===== src/rtl/move_vote_filter.sv =====
// Debounces per-frame cell detections into single tic-tac-toe moves: a cell must be seen on
// HOLD_FRAMES consecutive detections, is then held under valid/ack, and is followed by a cooldown.
module move_vote_filter #(
  parameter int HOLD_FRAMES     = 4,
  parameter int COOLDOWN_FRAMES = 8,
  parameter int MAX_CELL        = 8
) (
  input  logic       iCLK,
  input  logic       iRST,
  input  logic [3:0] iLoc,
  input  logic       iInt,
  input  logic       iMove_Ack,
  output logic [3:0] oMove,
  output logic       oMove_Valid,
  output logic [3:0] oCand,
  output logic [3:0] oCount,
  output logic       oBusy
);

  localparam int         CW      = (COOLDOWN_FRAMES > 0) ? $clog2(COOLDOWN_FRAMES + 1) : 1;
  localparam logic [3:0] NONE    = 4'hF;
  localparam logic [3:0] HOLD    = 4'(HOLD_FRAMES);
  localparam logic [CW-1:0] CD_LAST = CW'(COOLDOWN_FRAMES);

  typedef enum logic [1:0] {
    S_IDLE     = 2'd0,
    S_TRACK    = 2'd1,
    S_PEND     = 2'd2,
    S_COOLDOWN = 2'd3
  } state_t;

  state_t        r_state;
  logic          r_int_d;
  logic          r_armed;
  logic [3:0]    r_move;
  logic          r_move_valid;
  logic [3:0]    r_cand;
  logic [3:0]    r_count;
  logic          r_busy;
  logic [CW-1:0] r_cd_cnt;

  logic          w_ev;
  logic          w_loc_valid;
  logic          w_same;
  logic [3:0]    w_count_next;
  logic [CW-1:0] w_cd_next;

  // r_armed blocks a level that was already high when reset released from looking like an edge.
  assign w_ev         = iInt & ~r_int_d & r_armed;
  assign w_loc_valid  = (iLoc <= 4'(MAX_CELL));
  assign w_same       = (iLoc == r_cand);
  assign w_count_next = (r_count == HOLD) ? r_count : r_count + 4'd1;
  assign w_cd_next    = r_cd_cnt + CW'(1);

  always_ff @(posedge iCLK) begin
    if (iRST) begin
      r_state      <= S_IDLE;
      r_int_d      <= 1'b0;
      r_armed      <= 1'b0;
      r_move       <= 4'd0;
      r_move_valid <= 1'b0;
      r_cand       <= NONE;
      r_count      <= 4'd0;
      r_busy       <= 1'b0;
      r_cd_cnt     <= '0;
    end else begin
      r_int_d <= iInt;
      if (!iInt) r_armed <= 1'b1;

      case (r_state)
        S_IDLE: begin
          if (w_ev && w_loc_valid) begin
            r_cand  <= iLoc;
            r_count <= 4'd1;
            if (HOLD_FRAMES == 1) begin
              r_state      <= S_PEND;
              r_move       <= iLoc;
              r_move_valid <= 1'b1;
              r_busy       <= 1'b1;
            end else begin
              r_state <= S_TRACK;
            end
          end
        end

        S_TRACK: begin
          if (w_ev) begin
            if (!w_loc_valid) begin
              r_state <= S_IDLE;
              r_cand  <= NONE;
              r_count <= 4'd0;
            end else if (w_same) begin
              r_count <= w_count_next;
              if (w_count_next == HOLD) begin
                r_state      <= S_PEND;
                r_move       <= r_cand;
                r_move_valid <= 1'b1;
                r_busy       <= 1'b1;
              end
            end else begin
              // A different valid cell restarts the vote rather than dropping to IDLE.
              r_cand  <= iLoc;
              r_count <= 4'd1;
            end
          end
        end

        S_PEND: begin
          // Detections are ignored here, including one coincident with the ack.
          if (iMove_Ack && r_move_valid) begin
            r_move_valid <= 1'b0;
            r_count      <= 4'd0;
            r_cand       <= NONE;
            r_cd_cnt     <= '0;
            if (COOLDOWN_FRAMES == 0) begin
              r_state <= S_IDLE;
              r_busy  <= 1'b0;
            end else begin
              r_state <= S_COOLDOWN;
              r_busy  <= 1'b1;
            end
          end
        end

        S_COOLDOWN: begin
          if (w_ev) begin
            if (w_cd_next == CD_LAST) begin
              r_state  <= S_IDLE;
              r_cd_cnt <= '0;
              r_busy   <= 1'b0;
            end else begin
              r_cd_cnt <= w_cd_next;
            end
          end
        end

        default: begin
          r_state <= S_IDLE;
          r_busy  <= 1'b0;
        end
      endcase
    end
  end

  assign oMove       = r_move;
  assign oMove_Valid = r_move_valid;
  assign oCand       = r_cand;
  assign oCount      = r_count;
  assign oBusy       = r_busy;

endmodule


===== config.mk =====
export PLATFORM = sky130hd
export DESIGN_NAME = move_vote_filter
export DESIGN_NICKNAME = d
export VERILOG_FILES = /design/src/rtl/move_vote_filter.sv
export SDC_FILE = /design/constraint.sdc
export NUM_CORES = 1
export LEC_CHECK = 0
export BUFFER_PORTS_ARGS = -buffer_cell sky130_fd_sc_hd__buf_2
export CAP_MARGIN = 10
export CORE_AREA = 3 3 72 57
export CTS_CLUSTER_SIZE = 20
export DETAILED_ROUTE_END_ITERATION = 10
export DIE_AREA = 0 0 75 60
export SYNTH_ARGS = -nofsm -noshare
export SYNTH_HDL_FRONTEND = slang
export SYNTH_SLANG_ARGS = --single-unit

===== constraint.sdc =====
create_clock -name iCLK -period 6.9 [get_ports iCLK]
set_clock_uncertainty 0.2 [all_clocks]
set_input_delay 1.38 -clock iCLK [delete_from_list [all_inputs] [get_ports iCLK]]
set_output_delay 1.38 -clock iCLK [all_outputs]
set_load 0.01 [all_outputs]

# ---- Word level (Yosys, flattened, before mapping)
# Cells that the tools add are included.
dict set report totals {
  register_bits 22
  in_bits 8
  output_inout_bits 14
  word_cells 82
}
dict set report classes {
  add_sub_neg 2
  magnitude_cmp 1
  eq_ne 18
  n_mux 35
  bitwise 3
  n_reduce_logical 14
}
# operator n
set ops {}
lappend ops {{2-to-1 mux 4 bit} 13}
lappend ops {{case mux 4 bit (3 select lines)} 2}
lappend ops {{2-to-1 mux 2 bit} 8}
lappend ops {{!= test 2 bit, second input constant} 8}
lappend ops {{AND reduction 5 bit} 2}
lappend ops {{!= test 3 bit, second input constant} 3}
lappend ops {{adder 4 x 1 -> 4 bit, second input constant} 2}
lappend ops {{equality test 4 x 3 -> 1 bit, second input constant} 2}
lappend ops {{2-to-1 mux 1 bit} 8}
lappend ops {{case mux 2 bit (4 select lines)} 1}
lappend ops {{case mux 4 bit (2 select lines)} 1}
lappend ops {{AND reduction 8 bit} 1}
lappend ops {{AND reduction 7 bit} 1}
lappend ops {{AND reduction 6 bit} 1}
lappend ops {{nonzero test 3 bit} 2}
lappend ops {{equality test 2 bit, second input constant} 2}
lappend ops {{equality test 4 bit} 1}
lappend ops {{equality test 4 bit, second input constant} 1}
lappend ops {{<= comparator 4 bit, second input constant} 1}
lappend ops {{AND reduction 4 bit} 1}
lappend ops {{nonzero test 2 bit} 2}
lappend ops {{case mux 1 bit (3 select lines)} 1}
lappend ops {{AND reduction 3 bit} 1}
lappend ops {{bitwise AND 1 bit} 2}
lappend ops {{other kinds (5)} 6}

# ---- Depth between registers and ports, before layout
dict set report depth {
  word_depth 8
  mapped_depth 8
  depth_no_buf 7
}

# ---- Least setup slack after synthesis
# No wires, ideal clock.
dict set report synth_path {
  path_type {input to register}
  from {input iLoc[0]}
  to {register r_state[0]}
  setup_time_ps 86
  t_arrival_ps 2698
  t_required_ps 6614
  setup_slack_ps 3915
  path_stages 5
  path_buffers 0
  path_cell_list {o31a_1 o21ai_1 nand2_1 or4_1 a221oi_2}
}
dict set report synth_between {
  elab_chain_cells 4
}
# item line
set synth_lines {}
lappend synth_lines {{from (decl)} 10} ;# input logic [3:0] iLoc,
lappend synth_lines {{<= comparator 4 bit} 50} ;# assign w_loc_valid = (iLoc <= 4'(MAX_CELL));
lappend synth_lines {{2-to-1 mux 2 bit / logical AND 1 bit (equally long branches)} {88, 72}}
lappend synth_lines {{2-to-1 mux 2 bit / != test 2 bit (equally long branches)} -}
lappend synth_lines {{case mux 2 bit (4 select lines) / AND reduction 7 bit (equally long branches)} -}
lappend synth_lines {{to (signal assigned)} 57} ;# r_state <= S_IDLE;
lappend synth_lines {{to (signal assigned)} 76} ;# r_state <= S_PEND;
lappend synth_lines {{to (signal assigned)} 89} ;# r_state <= S_IDLE;
lappend synth_lines {{to (decl)} 32} ;# state_t r_state;
# Parallel ways exist; a longest one is shown, timed or not. The select of a mux whose other input is x is not followed.
# A chain may end at the register's enable or synchronous reset.

# ---- Final worst setup path
dict set report layout_path {
  from {input iInt}
  to {register r_state[0]}
}
dict set report layout_between {
  elab_chain_cells 5
}
# item line
set layout_lines {}
lappend layout_lines {{from (decl)} 11} ;# input logic iInt,
lappend layout_lines {{bitwise AND 1 bit (*) (2 in a row)} 49} ;# assign w_ev = iInt & ~r_int_d & r_armed;
lappend layout_lines {{logical AND 1 bit} 72} ;# if (w_ev && w_loc_valid) begin
lappend layout_lines {{!= test 2 bit (no line)} -}
lappend layout_lines {{AND reduction 7 bit (no line) (*)} -}
lappend layout_lines {{to (signal assigned)} 57}
lappend layout_lines {{to (signal assigned)} 76}
lappend layout_lines {{to (signal assigned)} 81} ;# r_state <= S_TRACK;
# Mark *: on every way between the ends. The rest lies on a longest branch, timed or not.

==> impl_results.md <==
- Synth warn: 0
- Max-Cap Viols: 0
- Setup TNS: 0 ns
- Detailed Route WL: 3860 µm
- Worst ir drop on vdd: 118.5 µV
- Inserted Clock Buffers: 3
- Mapped cell area: 1531 µm²
- Most common cell after layout, fill and taps aside: dfxtp_1
- # nets final: 226
- Clock Path Buffers: 2
- I/O pin count: 22
- Sequential power share: 0.409
- Global routing's busiest layer: met2
- Post_cts resized: 0
- DP Area: 1657 µm²
- Starting DRT DRC Count: 100
- Vias after detailed routing: 1519
- Peak Freq: 321.6 MHz
- RSZ-0062 raised after global routing: no
- Core area: 3356 µm²
- Post-synthesis sequential area ratio: 0.2876
- Reg clk slew, reported paths: 0.08 ns
- Clk_lat worst skew: 0.26 ns
- Number of global-route vias before repair: 1439
- Number of synthesized flops with an enable pin: 0
- Non-Filler Instances: 248
- Post-DP HPWL: 2994 µm
- Combinational share of power: 0.333
- CP startpoint kind: input port
- M1 GR Usage: 0.2568
- Grt met3 use: 0.04874
- Sink Count: 22
- Cts hold-fix bufs: 0
- Setup WS pre-CTS: 3.535 ns
- Drc violations: 0
- GR Layer Usage met2: 0.2903
- Ys flop type: dfxtp_1
- Final Max Tran Viols: 0
- CP arrival: 3.10 ns
- Final min period: 3.109 ns
- Cells after synthesis: 189
- Synth-to-Final Area Change: 11.76%
- Final setup margin: 3.791 ns
- Die area: 4500 µm²
- Net Sw Power: 133.9 µW
- Internal power: 236.3 µW
- PD cells: 216.3 nW/µm²
- Crit path launch: iInt
- Most frequent cells in the layout: dfxtp_1, buf_2, a21oi_1, inv_1, nand3_1
- Slew Limit Headroom: 0.6243
- Reg-to-reg slack, setup: 4.28 ns
- Die width: 75 µm
- Critical Path Fanout Max: 12
- Final worst-path cycle share: 0.4506
- Grt ovf: 0
- Dpl cells: 244
- Outcome: completed
- Register area: 440.4 µm²
- WL per Instance: 15.56 µm
- Worst Setup EP: r_state[0]$_SDFFE_PP0P_
- Critical Path RT: 6.89 ns
- PortBufs: 21
- Rows: 18
- Hold Crit Depth: 2
- Layout cell share with drive strength beyond 1: 0.1635
- CP Class: in -> reg
- Initial antenna violation count: 0
- Clock root cell: clkbuf_8
- Crit end category: flop
- N_diodes: 0
- Multi-input gate area: 1008 µm²
- Leak: 0.0006397 µW
- Ys async rst share: 0
- DR vias/cell: 6.125
- Switch share: 0.3618
- Power share of the clock group: 0.258
- Final instance area: 1712 µm²
- Worst R2R End: r_state[0]$_SDFFE_PP0P_
- Worst hold slack: 0.2888 ns
- Post-CTS Setup Repair Bufs: 0
- Die Span Y: 60 µm
- Largest net degree at the start of global routing: 20
- Worst reg-to-reg path cell count: 7
- #FFs+latches synth: 22
- Global-route wire length before repair: 6596 µm
- Post-synthesis area per instance: 8.103 µm²
- CTS H-tree lvls: 1
- Total GRT Usage: 0.1881
- Starting density of the core: 0.4564
- Fillers: 323
- Drt pass-1 iters: 5
- Final Hold Fails: 0
- Final Setup Violations: 0
- Post-synthesis cell type count: 52
- RD Place Congestion: 0.8229
- Syn_nets: 206
- RR Startpoint: oCount[0]$_SDFFE_PP0P_
- Antenna-violating nets left: 0
- Worst Hold Class: reg -> reg
- Slew @ Worst Pin: 0.5624 ns
- CTS tree: built
metrics by stage:
step                power [µW]  utilization
floorplan                241.6            -
detailed placement       276.3       0.4937
global placement         275.1       0.4937
global route             393.6       0.5101
finish                   370.2       0.5101
CTS                      371.2       0.5101
per-layer routing:
metal  up-vias  part of all wire
met2        56              0.43
met5         -                 0
met4         0             0.019
met1       709              0.48
li1        744                 -
met3        10             0.072
worst min path at each step:
stage	start	end
finish	r_armed$_SDFFE_PP0N_	r_armed$_SDFFE_PP0N_
global route	oMove[2]$_SDFFE_PP0P_	oMove[2]$_SDFFE_PP0P_
CTS	oMove[0]$_SDFFE_PP0P_	oMove[0]$_SDFFE_PP0P_
detailed placement	oMove[0]$_SDFFE_PP0P_	oMove[0]$_SDFFE_PP0P_
global placement	r_armed$_SDFFE_PP0N_	r_armed$_SDFFE_PP0N_
floorplan	r_armed$_SDFFE_PP0N_	r_armed$_SDFFE_PP0N_
final cells by class:
type | count | share of cell area
repair buffers | 21 | 0.06140
flip-flops and latches | 22 | 0.2573
multi-input cells | 147 | 0.5892
well taps | 40 | 0.02924
clock buffers | 4 | 0.03216
inverters | 14 | 0.03070
state kept, by name, summed over array words and instances (netlist names), named ones only:
| signal | flops |
|---|---|
| oCand | 4 |
| oCount | 4 |
| oMove | 4 |
| r_cd_cnt | 4 |
| oBusy | 1 |
| oMove_Valid | 1 |
| r_armed | 1 |
| r_int_d | 1 |
| r_state | 1 |
worst max-delay path: stages:
cell,delay [ns]
buf_2,0.12
nand3b_1,0.34
o21ai_1,0.29
nand2_1,0.15
or4_1,0.56
a221oi_2,0.26
power groups by stage:
stage               combinational (µW)  clock [µW]  sequential, µW
finish                             123        95.3             151
global route                       137         104             153
CTS                                123        97.0             152
detailed placement                 122           0             155
global placement                   121           0             154
floorplan                         87.6           0             154
synthesized netlist by cell type, types with 2 or more instances:
cell type	instances	area share
dfxtp_1	22	0.29
o22ai_1	2	0.0082
mux2_2	2	0.015
nand4bb_1	3	0.022
nor4_1	3	0.012
clkbuf_1	5	0.012
and2_1	2	0.0082
nand4_1	3	0.012
nand2_1	11	0.027
nand3_1	13	0.042
nor3_1	6	0.020
nor2b_1	3	0.012
a21oi_1	19	0.062
o2111ai_1	2	0.011
o21ai_0	12	0.039
ha_1	9	0.074
a31oi_2	2	0.016
nor2_1	10	0.025
and3_1	2	0.0082
inv_1	13	0.032
o21a_1	2	0.0098
o31a_1	2	0.011
o31ai_1	2	0.0098
xnor2_1	5	0.029
a211oi_1	3	0.015
nand2b_1	3	0.012
nand3b_1	3	0.015
logic make-up (layout without fill, tap and decap cells):
family | after synthesis | after routing | synth area share
xor+xnor | 5 | 5 | 0.02859
simple gates | 70 | 70 | 0.2590
compound gates | 60 | 60 | 0.2761
fa+ha+maj | 9 | 9 | 0.07353
flops | 22 | 22 | 0.2876
buf+inv | 20 | 39 | 0.05392
mux | 3 | 3 | 0.02124
Power figures use the tool's default switching activity.
